`config.mk`:
```
export PLATFORM = sky130hd
export DESIGN_NAME = render_scheduler
export DESIGN_NICKNAME = d
export VERILOG_FILES = /design/src/rtl/render_pkg.sv /design/src/rtl/tick_divider.sv /design/src/rtl/render_scheduler.sv
export SDC_FILE = /design/constraint.sdc
export NUM_CORES = 1
export LEC_CHECK = 0
export CAP_MARGIN = 15
export CELL_PAD_IN_SITES_DETAIL_PLACEMENT = 1
export CELL_PAD_IN_SITES_GLOBAL_PLACEMENT = 1
export CORE_UTILIZATION = 52
export CTS_BUF_LIST = sky130_fd_sc_hd__clkbuf_4 sky130_fd_sc_hd__clkbuf_8 sky130_fd_sc_hd__clkbuf_16
export DETAILED_ROUTE_END_ITERATION = 7
export DONT_BUFFER_PORTS = 1
export PLACE_DENSITY = 0.9
export SLEW_MARGIN = 30
export SYNTH_ARGS = -nofsm -noshare
export SYNTH_HDL_FRONTEND = slang
export SYNTH_HIERARCHICAL = 1
export SYNTH_SLANG_ARGS = --single-unit
```
`constraint.sdc`:
```
create_clock -name clk -period 5.5 [get_ports clk]
set_input_delay 0.55 -clock clk [delete_from_list [all_inputs] [get_ports clk]]
set_output_delay 0.55 -clock clk [all_outputs]
set_load 0.02 [all_outputs]
```
`src/rtl/render_pkg.sv`:
```
// Shared types and pixel-mux select encoding for the render scheduler.
package render_pkg;

  typedef enum logic [3:0] {
    MENU,
    WAIT_REL,
    LOAD_RECIPE,
    ERASE,
    LAYER,
    GAP,
    CHECK,
    FRAME_WAIT,
    SHIFT,
    SCORE,
    HOLD,
    OVER
  } state_t;

  localparam int unsigned SEL_ERASE = 0;

  function automatic int unsigned sel_layer(input int unsigned i);
    return i + 1;
  endfunction

  function automatic int unsigned sel_score(input int unsigned n);
    return n + 1;
  endfunction

  function automatic int unsigned sel_over(input int unsigned n);
    return n + 2;
  endfunction

endpackage

```
`src/rtl/tick_divider.sv`:
```
// Free-running modulo-TICK_DIV counter; tick is high while the count is 0.
module tick_divider #(
  parameter int unsigned TICK_DIV = 833334
) (
  input  logic clk,
  input  logic resetn,
  output logic tick
);

  localparam int unsigned CNT_W = (TICK_DIV > 1) ? $clog2(TICK_DIV) : 1;

  logic [CNT_W-1:0] cnt;
  logic             wrap;

  assign wrap = (cnt == CNT_W'(TICK_DIV - 1));

  always_ff @(posedge clk) begin
    if (!resetn) begin
      cnt  <= '0;
      tick <= 1'b0;
    end else begin
      tick <= wrap;
      cnt  <= wrap ? '0 : cnt + 1'b1;
    end
  end

endmodule

```
`src/rtl/render_scheduler.sv`:
```
// Game sequencer: menu, recipe load, per-frame erase/layer draw loop, score hold, game over.
module render_scheduler
  import render_pkg::*;
#(
  parameter int unsigned N_LAYERS        = 6,
  parameter int unsigned TICK_DIV        = 833334,
  parameter int unsigned FRAMES_PER_STEP = 15,
  parameter int unsigned SCORE_HOLD      = 25000000,
  parameter int unsigned WIN_COUNT       = 5,
  parameter int unsigned WDOG            = 65535,
  parameter int unsigned SEL_W           = 5
) (
  input  logic                clk,
  input  logic                resetn,
  input  logic                game_start,
  input  logic                pause,
  input  logic [N_LAYERS-1:0] layer_en,
  input  logic [N_LAYERS-1:0] done_layer,
  input  logic                done_recipe,
  input  logic                done_erase,
  input  logic                done_score,
  input  logic                done_over,
  input  logic                end_req,
  input  logic [2:0]          caught_num,
  output logic                ld_recipe,
  output logic                go_erase,
  output logic                go_shift,
  output logic                ld_score,
  output logic                ld_game_over,
  output logic [N_LAYERS-1:0] go_layer,
  output logic [SEL_W-1:0]    pixel_sel,
  output logic                write_en,
  output logic                busy,
  output logic                err_timeout
);

  localparam int unsigned IDX_W  = (N_LAYERS > 1) ? $clog2(N_LAYERS) : 1;
  localparam int unsigned FRM_W  = $clog2(FRAMES_PER_STEP + 1);
  localparam int unsigned HOLD_W = (SCORE_HOLD > 1) ? $clog2(SCORE_HOLD) : 1;
  localparam int unsigned WD_W   = $clog2(WDOG + 1);

  state_t            state, state_nxt;
  logic [IDX_W-1:0]  idx, idx_nxt;
  logic [FRM_W-1:0]  frame_cnt;
  logic [HOLD_W-1:0] hold_cnt;
  logic [WD_W-1:0]   wdog_cnt;
  logic              tick;
  logic              end_seen;
  logic              wd_active;
  logic              wd_exp;
  logic              timeout;
  logic [IDX_W:0]    hit;
  int                search_lo;

  tick_divider #(.TICK_DIV(TICK_DIV)) u_tick (
    .clk    (clk),
    .resetn (resetn),
    .tick   (tick)
  );

  // Lowest enabled layer index at or above lo; MSB flags that one was found.
  function automatic logic [IDX_W:0] find_en(input logic [N_LAYERS-1:0] en, input int lo);
    find_en = '0;
    for (int i = N_LAYERS - 1; i >= 0; i--) begin
      if (en[i] && (i >= lo)) find_en = {1'b1, IDX_W'(i)};
    end
  endfunction

  assign wd_active = (state == LOAD_RECIPE) || (state == ERASE) || (state == LAYER) ||
                     (state == SCORE) || (state == OVER);
  assign wd_exp    = (wdog_cnt == WD_W'(WDOG - 1));

  // Next state; an expiring watchdog acts as the awaited done, a real done takes priority.
  always_comb begin
    state_nxt = state;
    idx_nxt   = idx;
    timeout   = 1'b0;
    search_lo = (state == GAP) ? int'(idx) + 1 : 0;
    hit       = find_en(layer_en, search_lo);
    case (state)
      MENU:        if (game_start) state_nxt = WAIT_REL;
      WAIT_REL:    if (!game_start) state_nxt = LOAD_RECIPE;
      LOAD_RECIPE: if (done_recipe || wd_exp) begin
        timeout   = !done_recipe;
        state_nxt = ERASE;
      end
      ERASE: if (done_erase || wd_exp) begin
        timeout   = !done_erase;
        state_nxt = hit[IDX_W] ? LAYER : FRAME_WAIT;
        if (hit[IDX_W]) idx_nxt = hit[IDX_W-1:0];
      end
      LAYER: if (done_layer[idx] || wd_exp) begin
        timeout   = !done_layer[idx];
        state_nxt = GAP;
      end
      GAP: begin
        state_nxt = hit[IDX_W] ? LAYER : CHECK;
        if (hit[IDX_W]) idx_nxt = hit[IDX_W-1:0];
      end
      CHECK:       state_nxt = (end_seen || end_req) ? SCORE : FRAME_WAIT;
      FRAME_WAIT:  if ((frame_cnt >= FRM_W'(FRAMES_PER_STEP)) && !pause) state_nxt = SHIFT;
      SHIFT:       state_nxt = (caught_num == 3'(WIN_COUNT)) ? SCORE : ERASE;
      SCORE: if (done_score || wd_exp) begin
        timeout   = !done_score;
        state_nxt = HOLD;
      end
      HOLD:        if (hold_cnt == HOLD_W'(SCORE_HOLD - 1)) state_nxt = OVER;
      OVER: if (done_over || wd_exp) begin
        timeout   = !done_over;
        state_nxt = MENU;
      end
      default:     state_nxt = MENU;
    endcase
  end

  // State, counters, and Moore outputs registered from the next state.
  always_ff @(posedge clk) begin
    if (!resetn) begin
      state        <= MENU;
      idx          <= '0;
      frame_cnt    <= '0;
      hold_cnt     <= '0;
      wdog_cnt     <= '0;
      end_seen     <= 1'b0;
      err_timeout  <= 1'b0;
      ld_recipe    <= 1'b0;
      go_erase     <= 1'b0;
      go_shift     <= 1'b0;
      ld_score     <= 1'b0;
      ld_game_over <= 1'b0;
      go_layer     <= '0;
      pixel_sel    <= '0;
      write_en     <= 1'b0;
      busy         <= 1'b0;
    end else begin
      state    <= state_nxt;
      idx      <= idx_nxt;
      hold_cnt <= (state == HOLD) ? hold_cnt + 1'b1 : '0;
      wdog_cnt <= ((state_nxt != state) || !wd_active) ? '0 : wdog_cnt + 1'b1;

      if (state == SHIFT) frame_cnt <= '0;
      else if (tick && !pause && (frame_cnt < FRM_W'(FRAMES_PER_STEP))) frame_cnt <= frame_cnt + 1'b1;

      if ((state_nxt == ERASE) && (state != ERASE)) end_seen <= 1'b0;
      else if (end_req && ((state == ERASE) || (state == LAYER) || (state == GAP) || (state == CHECK)))
        end_seen <= 1'b1;

      if ((state_nxt == LOAD_RECIPE) && (state != LOAD_RECIPE)) err_timeout <= 1'b0;
      else if (timeout) err_timeout <= 1'b1;

      ld_recipe    <= (state_nxt == LOAD_RECIPE);
      go_erase     <= (state_nxt == ERASE);
      go_shift     <= (state_nxt == SHIFT);
      ld_score     <= (state_nxt == SCORE);
      ld_game_over <= (state_nxt == OVER);
      go_layer     <= (state_nxt == LAYER) ? (N_LAYERS'(1) << idx_nxt) : '0;
      write_en     <= (state_nxt == ERASE) || (state_nxt == LAYER) ||
                      (state_nxt == SCORE) || (state_nxt == OVER);
      busy         <= (state_nxt != MENU);
      case (state_nxt)
        ERASE:   pixel_sel <= SEL_W'(SEL_ERASE);
        LAYER:   pixel_sel <= SEL_W'(sel_layer(32'(idx_nxt)));
        SCORE:   pixel_sel <= SEL_W'(sel_score(N_LAYERS));
        OVER:    pixel_sel <= SEL_W'(sel_over(N_LAYERS));
        default: pixel_sel <= '0;
      endcase
    end
  end

endmodule

```
==> results.sh, run 1 <==
export IMPL_cp_top_family="compound AO/OA/AOI/OAI gates"
export IMPL_synth_cells=537
export IMPL_fmax_mhz=291
export IMPL_cts_htree_levels=3
export IMPL_drc=0
export IMPL_synth_edf_count=0
export IMPL_ant_nets=0
export IMPL_yosysWarnings=6
export IMPL_dieArea_mm2=0.00929
export IMPL_dp_hpwl_um=8060
export IMPL_nets=567
export IMPL_ctsHoldBuffers=0
export IMPL_yosys_register_bits=92
export IMPL_worstPathArrival_ns=3.69
export IMPL_cts_root_buffer="clkbuf_8"
export IMPL_post_cts_buffers=0
export IMPL_period_minus_slack_ns=3.44
export IMPL_detail_route_wirelength_um=11100
export IMPL_cp_max_fo=10
export IMPL_core_area_mm2=0.00868
export IMPL_tightest_slew_ns=0.789
export IMPL_io_pins=43
export IMPL_critPathRequiredTime_ns=5.75
export IMPL_slew_viol_final=0
export IMPL_syn_area_mm2=0.00463
export IMPL_final_common_cell="dfxtp_1"
export IMPL_cpMaxStageDelayCell="dfxtp_1"
export IMPL_cts_path_max_buffers=2
export IMPL_p_leak_uw=0.00168
export IMPL_cp_buffers_inverters=1
export IMPL_grt_max_degree=25
export IMPL_die_w_um=96.4
export IMPL_gp_congestion=0.854
export IMPL_timing_critical_path_mode_cell="ha_1"
export IMPL_clk_latency_ns=0.37
export IMPL_setup_tns_final_ns=0
export IMPL_avgSynthCellArea_um2=8.62
export IMPL_dr_pass1_iters=4
export IMPL_cp_start_kind="flop"
export IMPL_grt_pass1_wl_um=18600
export IMPL_syn_nets=571
export IMPL_cts_buffers=9
export IMPL_cap_viol_max_count=0
export IMPL_fin_crit_sh=0.625
export IMPL_setup_viol=0
export IMPL_ys_async_sr_fraction=0
export IMPL_hold_path_class="in2reg"
export IMPL_clk_pin_slew_ns=0.09
export IMPL_crit_type="reg2reg"
export IMPL_cts_num_sinks=92
export IMPL_area_delta_synth_final_pct=6.05
export IMPL_fin_skew_ns=0.0101
export IMPL_layout_common_cells="dfxtp_1 (92), nor2_1 (85), nand2_1 (40)"
export IMPL_status="finished clean"
export IMPL_portBuffers=0
export IMPL_track_usage=0.259
export IMPL_num_rows=34
export IMPL_antenna_found_initial=0
export IMPL_p_per_area_mw_per_mm2=262
export IMPL_grt_ovfl_total=0
export IMPL_synthFlopType="dfxtp_1"
export IMPL_yosysUniqueCellTypes=72
export IMPL_die_h_um=96.4
export IMPL_cp_end_kind="flop"
export IMPL_start_util=0.534
export IMPL_drive_gt1_frac=0.0781
export IMPL_cts_tree="done"
export IMPL_cts_repair_resized=0
export IMPL_hold_viol_final=0
export IMPL_cp_slowest_stage_delay_ns=0.58
export IMPL_wl_per_cell_um=17.1
export IMPL_dp_cells=630
export IMPL_drt_iter0_drc=124
export IMPL_num_vias=3822
export IMPL_detail_route_vias_per_cell=5.92
export IMPL_ys_seq_area_frac=0.398
export IMPL_grt_setup_unrepaired="false"
export IMPL_first_global_vias=4046
export IMPL_crit_path_cell_trace="ha_1 > nor2b_1 > nor3_1 > a2bb2oi_1 > o31ai_1 > a32oi_1 > inv_1 > ha_1 > a21boi_0 > o211ai_1 > a21oi_1"
export IMPL_fin_cells=646
export IMPL_diodes=0
export IMPL_maxSlewHeadroom=0.473
export IMPL_peakVddDrop_v=0.000146
-- state kept, by name, summed over array words and instances, names as in the netlist --
name and cells:
wdog_cnt 16, frame_cnt 4, pixel_sel 4, write_en 1, hold_cnt 25, ld_recipe 1
err_timeout 1, u_tick/cnt 20, go_erase 1, u_tick/tick 1, state 4, idx 3
go_shift 1, go_layer 6, end_seen 1, ld_score 1, busy 1, ld_game_over 1
-- power by group --
| group | leakage (uW) | internal, uW | switching (uW) | total (uW) |
|---|---|---|---|---|
| registers | 0.000743 | 674 | 19.2 | 693 |
| clock network | 0.000116 | 271 | 234 | 505 |
| logic | 0.000819 | 33.3 | 57.3 | 90.6 |
-- final timing paths --
path                                   from            to  slack (ns)  depth (start not counted)
worst max-delay path                 idx[0]  pixel_sel[2]        2.06                         11
worst min-delay path                 resetn   u_tick/tick        0.31                          2
worst max register to register       idx[0]  pixel_sel[2]        2.06                         11
worst min register to register  hold_cnt[0]   hold_cnt[0]        0.46                          1
-- layer usage --
metal / share of wire / global-route usage
met3: 0.035 / 0.0561
met5: 0 / 0
met1: 0.45 / 0.304
met2: 0.50 / 0.466
met4: 0.017 / 0.0870
-- through the flow --
| step | hold slack [ns] | util | cell area, um^2 | worst slack, ns | power [uW] |
|---|---|---|---|---|---|
| after floorplan | 0.413 | - | 4630 | 2.93 | 779 |
| after CTS | 0.295 | 0.566 | 4910 | 2.13 | 1300 |
| after global placement | 0.422 | 0.541 | 4690 | 2.49 | 792 |
| after detailed placement | 0.448 | 0.541 | 4690 | 2.19 | 796 |
| final | 0.312 | 0.566 | 4910 | 2.06 | 1290 |
| after global routing | 0.305 | 0.566 | 4910 | 1.79 | 1330 |
-- cells in the mapped netlist (3+ instances only) --
master	number	share of area
a211oi_2	3	0.0081
a21o_1	5	0.0081
a21oi_1	20	0.022
and2_1	4	0.0054
and3_1	11	0.015
and4_1	3	0.0057
buf_2	4	0.0043
clkbuf_1	6	0.0049
dfxtp_1	92	0.40
ha_1	10	0.027
inv_1	23	0.019
mux2i_1	3	0.0065
nand2_1	40	0.032
nand2b_1	5	0.0068
nand3_1	26	0.028
nand4_1	9	0.012
nor2_1	85	0.069
nor2b_1	6	0.0081
nor3_1	18	0.019
nor4_1	9	0.012
nor4b_1	4	0.0076
o211ai_1	6	0.0097
o21ai_0	17	0.018
o31ai_1	3	0.0049
or3_1	10	0.014
xnor2_1	29	0.055
xor2_1	23	0.044
-- area by class of cell --
type,instances,area (um^2)
fillers,1036,3770
inverters,23,86.3
repair buffers,1,7.51
multi-input cells,406,2620
clock inverters,5,75.1
flip-flops and latches,92,1840
clock buffers,11,145
well taps,108,135
-- kinds of logic (layout without fill, tap and decap cells) --
group	Yosys count	in the layout	synth area share
other cells	1	1	0.000810
simple gates	251	251	0.283
mux	4	4	0.0113
flops	92	92	0.398
compound gates	88	88	0.144
fa+ha+maj	10	10	0.0270
xor+xnor	52	52	0.0984
buf+inv	39	40	0.0376
Note: power is estimated with default switching activity, not from simulation.
==> run 2: changes to the inputs <==
--- a/config.mk
+++ b/config.mk
@@ -8,11 +8,11 @@
 export CAP_MARGIN = 15
 export CELL_PAD_IN_SITES_DETAIL_PLACEMENT = 1
 export CELL_PAD_IN_SITES_GLOBAL_PLACEMENT = 1
-export CORE_UTILIZATION = 52
+export CORE_UTILIZATION = 48
 export CTS_BUF_LIST = sky130_fd_sc_hd__clkbuf_4 sky130_fd_sc_hd__clkbuf_8 sky130_fd_sc_hd__clkbuf_16
 export DETAILED_ROUTE_END_ITERATION = 7
 export DONT_BUFFER_PORTS = 1
-export PLACE_DENSITY = 0.9
+export PLACE_DENSITY = 0.84
 export SLEW_MARGIN = 30
 export SYNTH_ARGS = -nofsm -noshare
 export SYNTH_HDL_FRONTEND = slang
==> constraint.sdc (replaced) <==
create_clock -name clk -period 3.44 [get_ports clk]
set_input_delay 0.344 -clock clk [delete_from_list [all_inputs] [get_ports clk]]
set_output_delay 0.344 -clock clk [all_outputs]
set_load 0.02 [all_outputs]
==> run 2 against run 1 <==
Compared with the run above:
- routed wire length shrank 2.8%
- hold slack lost 0.22 ns
- combinational power grew 70%
- utilization shrank 3.2 points
- critical path type unchanged
- largest power group unchanged
==> results.sh, run 2 (same netlist as run 1, synthesis figures left out) <==
export IMPL_status="finished clean"
export IMPL_core_area_mm2=0.00928
export IMPL_first_global_vias=4013
export IMPL_ant_nets=0
export IMPL_detail_route_vias_per_cell=5.64
export IMPL_dr_pass1_iters=4
export IMPL_grt_ovfl_total=0
export IMPL_reg2reg_from="idx[0]"
export IMPL_cts_buffers=9
export IMPL_grt_pass1_wl_um=18700
export IMPL_nets=569
export IMPL_dp_cells=653
export IMPL_reg2reg_depth=8
export IMPL_largest_register="hold_cnt"
export IMPL_fin_crit_sh=0.905
export IMPL_largest_reg_flops=25
export IMPL_cts_htree_levels=3
export IMPL_setup_tns_final_ns=0
export IMPL_fin_cells=669
export IMPL_hold_viol_final=0
export IMPL_clk_latency_ns=0.37
export IMPL_num_rows=35
export IMPL_grt_max_degree=25
export IMPL_p_per_area_mw_per_mm2=416
export IMPL_tightest_slew_ns=0.763
export IMPL_grt_setup_unrepaired="false"
export IMPL_cp_start_kind="flop"
export IMPL_post_cts_buffers=0
export IMPL_cp_end_kind="flop"
export IMPL_slew_viol_final=0
export IMPL_cts_path_max_buffers=2
export IMPL_num_vias=3770
export IMPL_crit_type="reg2reg"
export IMPL_reg_top3="hold_cnt (25), u_tick/cnt (20), wdog_cnt (16)"
export IMPL_r2r_slack_ns=0.33
export IMPL_cap_viol_max_count=0
export IMPL_io_pins=43
export IMPL_final_core_util=0.534
export IMPL_portBuffers=0
export IMPL_hold_path_end="busy"
export IMPL_die_w_um=100
export IMPL_maxSlewHeadroom=0.490
export IMPL_area_delta_synth_final_pct=7.05
export IMPL_period_minus_slack_ns=3.11
export IMPL_clk_pin_slew_ns=0.09
export IMPL_track_usage=0.234
export IMPL_die_h_um=100
export IMPL_gp_congestion=0.814
export IMPL_drc=0
export IMPL_peakVddDrop_v=0.000414
export IMPL_drive_gt1_frac=0.0815
export IMPL_diodes=0
export IMPL_worstPathArrival_ns=3.40
export IMPL_fin_skew_ns=0.00803
export IMPL_antenna_found_initial=0
export IMPL_start_util=0.499
export IMPL_cts_root_buffer="clkbuf_8"
export IMPL_fmax_mhz=321
export IMPL_final_common_cell="dfxtp_1"
export IMPL_cts_repair_resized=0
export IMPL_layout_common_cells="dfxtp_1 (92), nor2_1 (85), nand2_1 (40)"
export IMPL_drt_iter0_drc=133
export IMPL_hold_start="resetn"
export IMPL_detail_route_wirelength_um=10800
export IMPL_cts_tree="done"
export IMPL_reg2reg_to="pixel_sel[3]"
export IMPL_cts_num_sinks=92
export IMPL_critPathRequiredTime_ns=3.73
export IMPL_wl_per_cell_um=16.1
export IMPL_setup_viol=0
export IMPL_p_leak_uw=0.00169
export IMPL_dieArea_mm2=0.0100
export IMPL_hold_path_class="in2reg"
export IMPL_hold_path_depth=1
export IMPL_cp_max_fo=10
export IMPL_ctsHoldBuffers=0
export IMPL_dp_hpwl_um=7960
==> run 2: cell count changes in the layout (fill, tap and decap cells not counted) <==
cell,previous run,this run
clkinv_4,0,2
clkbuf_4,1,0
buf_4,1,3
clkinv_2,3,2
==> run 2: final cells by class <==
cell class              instances  area, um^2
repair buffers                  3        22.5
multi-input cells             406        2620
well taps                     129         161
inverters                      23        86.3
fillers                      1124        4330
clock inverters                 6        87.6
clock buffers                  10         138
flip-flops and latches         92        1840
==> run 2: how the worst max path moves through the flow <==
stage / from / to / slack, ns / cells past startpoint
floorplan: idx[1] / pixel_sel[2] / 0.87 / 10
global placement: state[2] / pixel_sel[0] / 0.61 / 7
detailed placement: idx[0] / pixel_sel[3] / 0.43 / 8
CTS: idx[0] / pixel_sel[3] / 0.39 / 8
global route: idx[0] / pixel_sel[3] / 0.13 / 8
finish: idx[0] / pixel_sel[3] / 0.33 / 8
==> run 2: critical path: stages, from the launching register on <==
cell and delay [ns]:
dfxtp_1 0.56, ha_1 0.36, nor2b_1 0.16, nor3_1 0.24, a2bb2oi_1 0.53, nor4_1 0.11, and4bb_1 0.55, nand3_1 0.23
o32ai_2 0.29
==> run 2: metal layers <==
metal / vias to the layer above / track usage / part of all wire
met1: 1825 / 0.273 / 0.44
li1: 1876 / - / -
met4: 0 / 0.0680 / 0.016
met3: 16 / 0.0696 / 0.040
met5: - / 0 / 0
met2: 53 / 0.414 / 0.50
==> run 2: power breakdown <==
group | leakage, uW | switching, uW | internal [uW]
Combinational | 0.000828 | 98.9 | 54.9
Sequential | 0.000743 | 23.5 | 1080
Clock | 0.000116 | 381 | 429
==> run 2: per-stage QoR <==
stage | total power [uW] | worst slack, ns | hold WS [ns] | cell area [um^2]
2_1_floorplan | 1250 | 0.872 | 0.413 | 4630
3_3_place_gp | 1270 | 0.612 | 0.423 | 4730
3_5_place_dp | 1280 | 0.432 | 0.438 | 4730
4_1_cts | 2090 | 0.392 | 0.0733 | 4960
5_1_grt | 2150 | 0.131 | 0.0777 | 4960
6_report | 2060 | 0.326 | 0.0933 | 4960
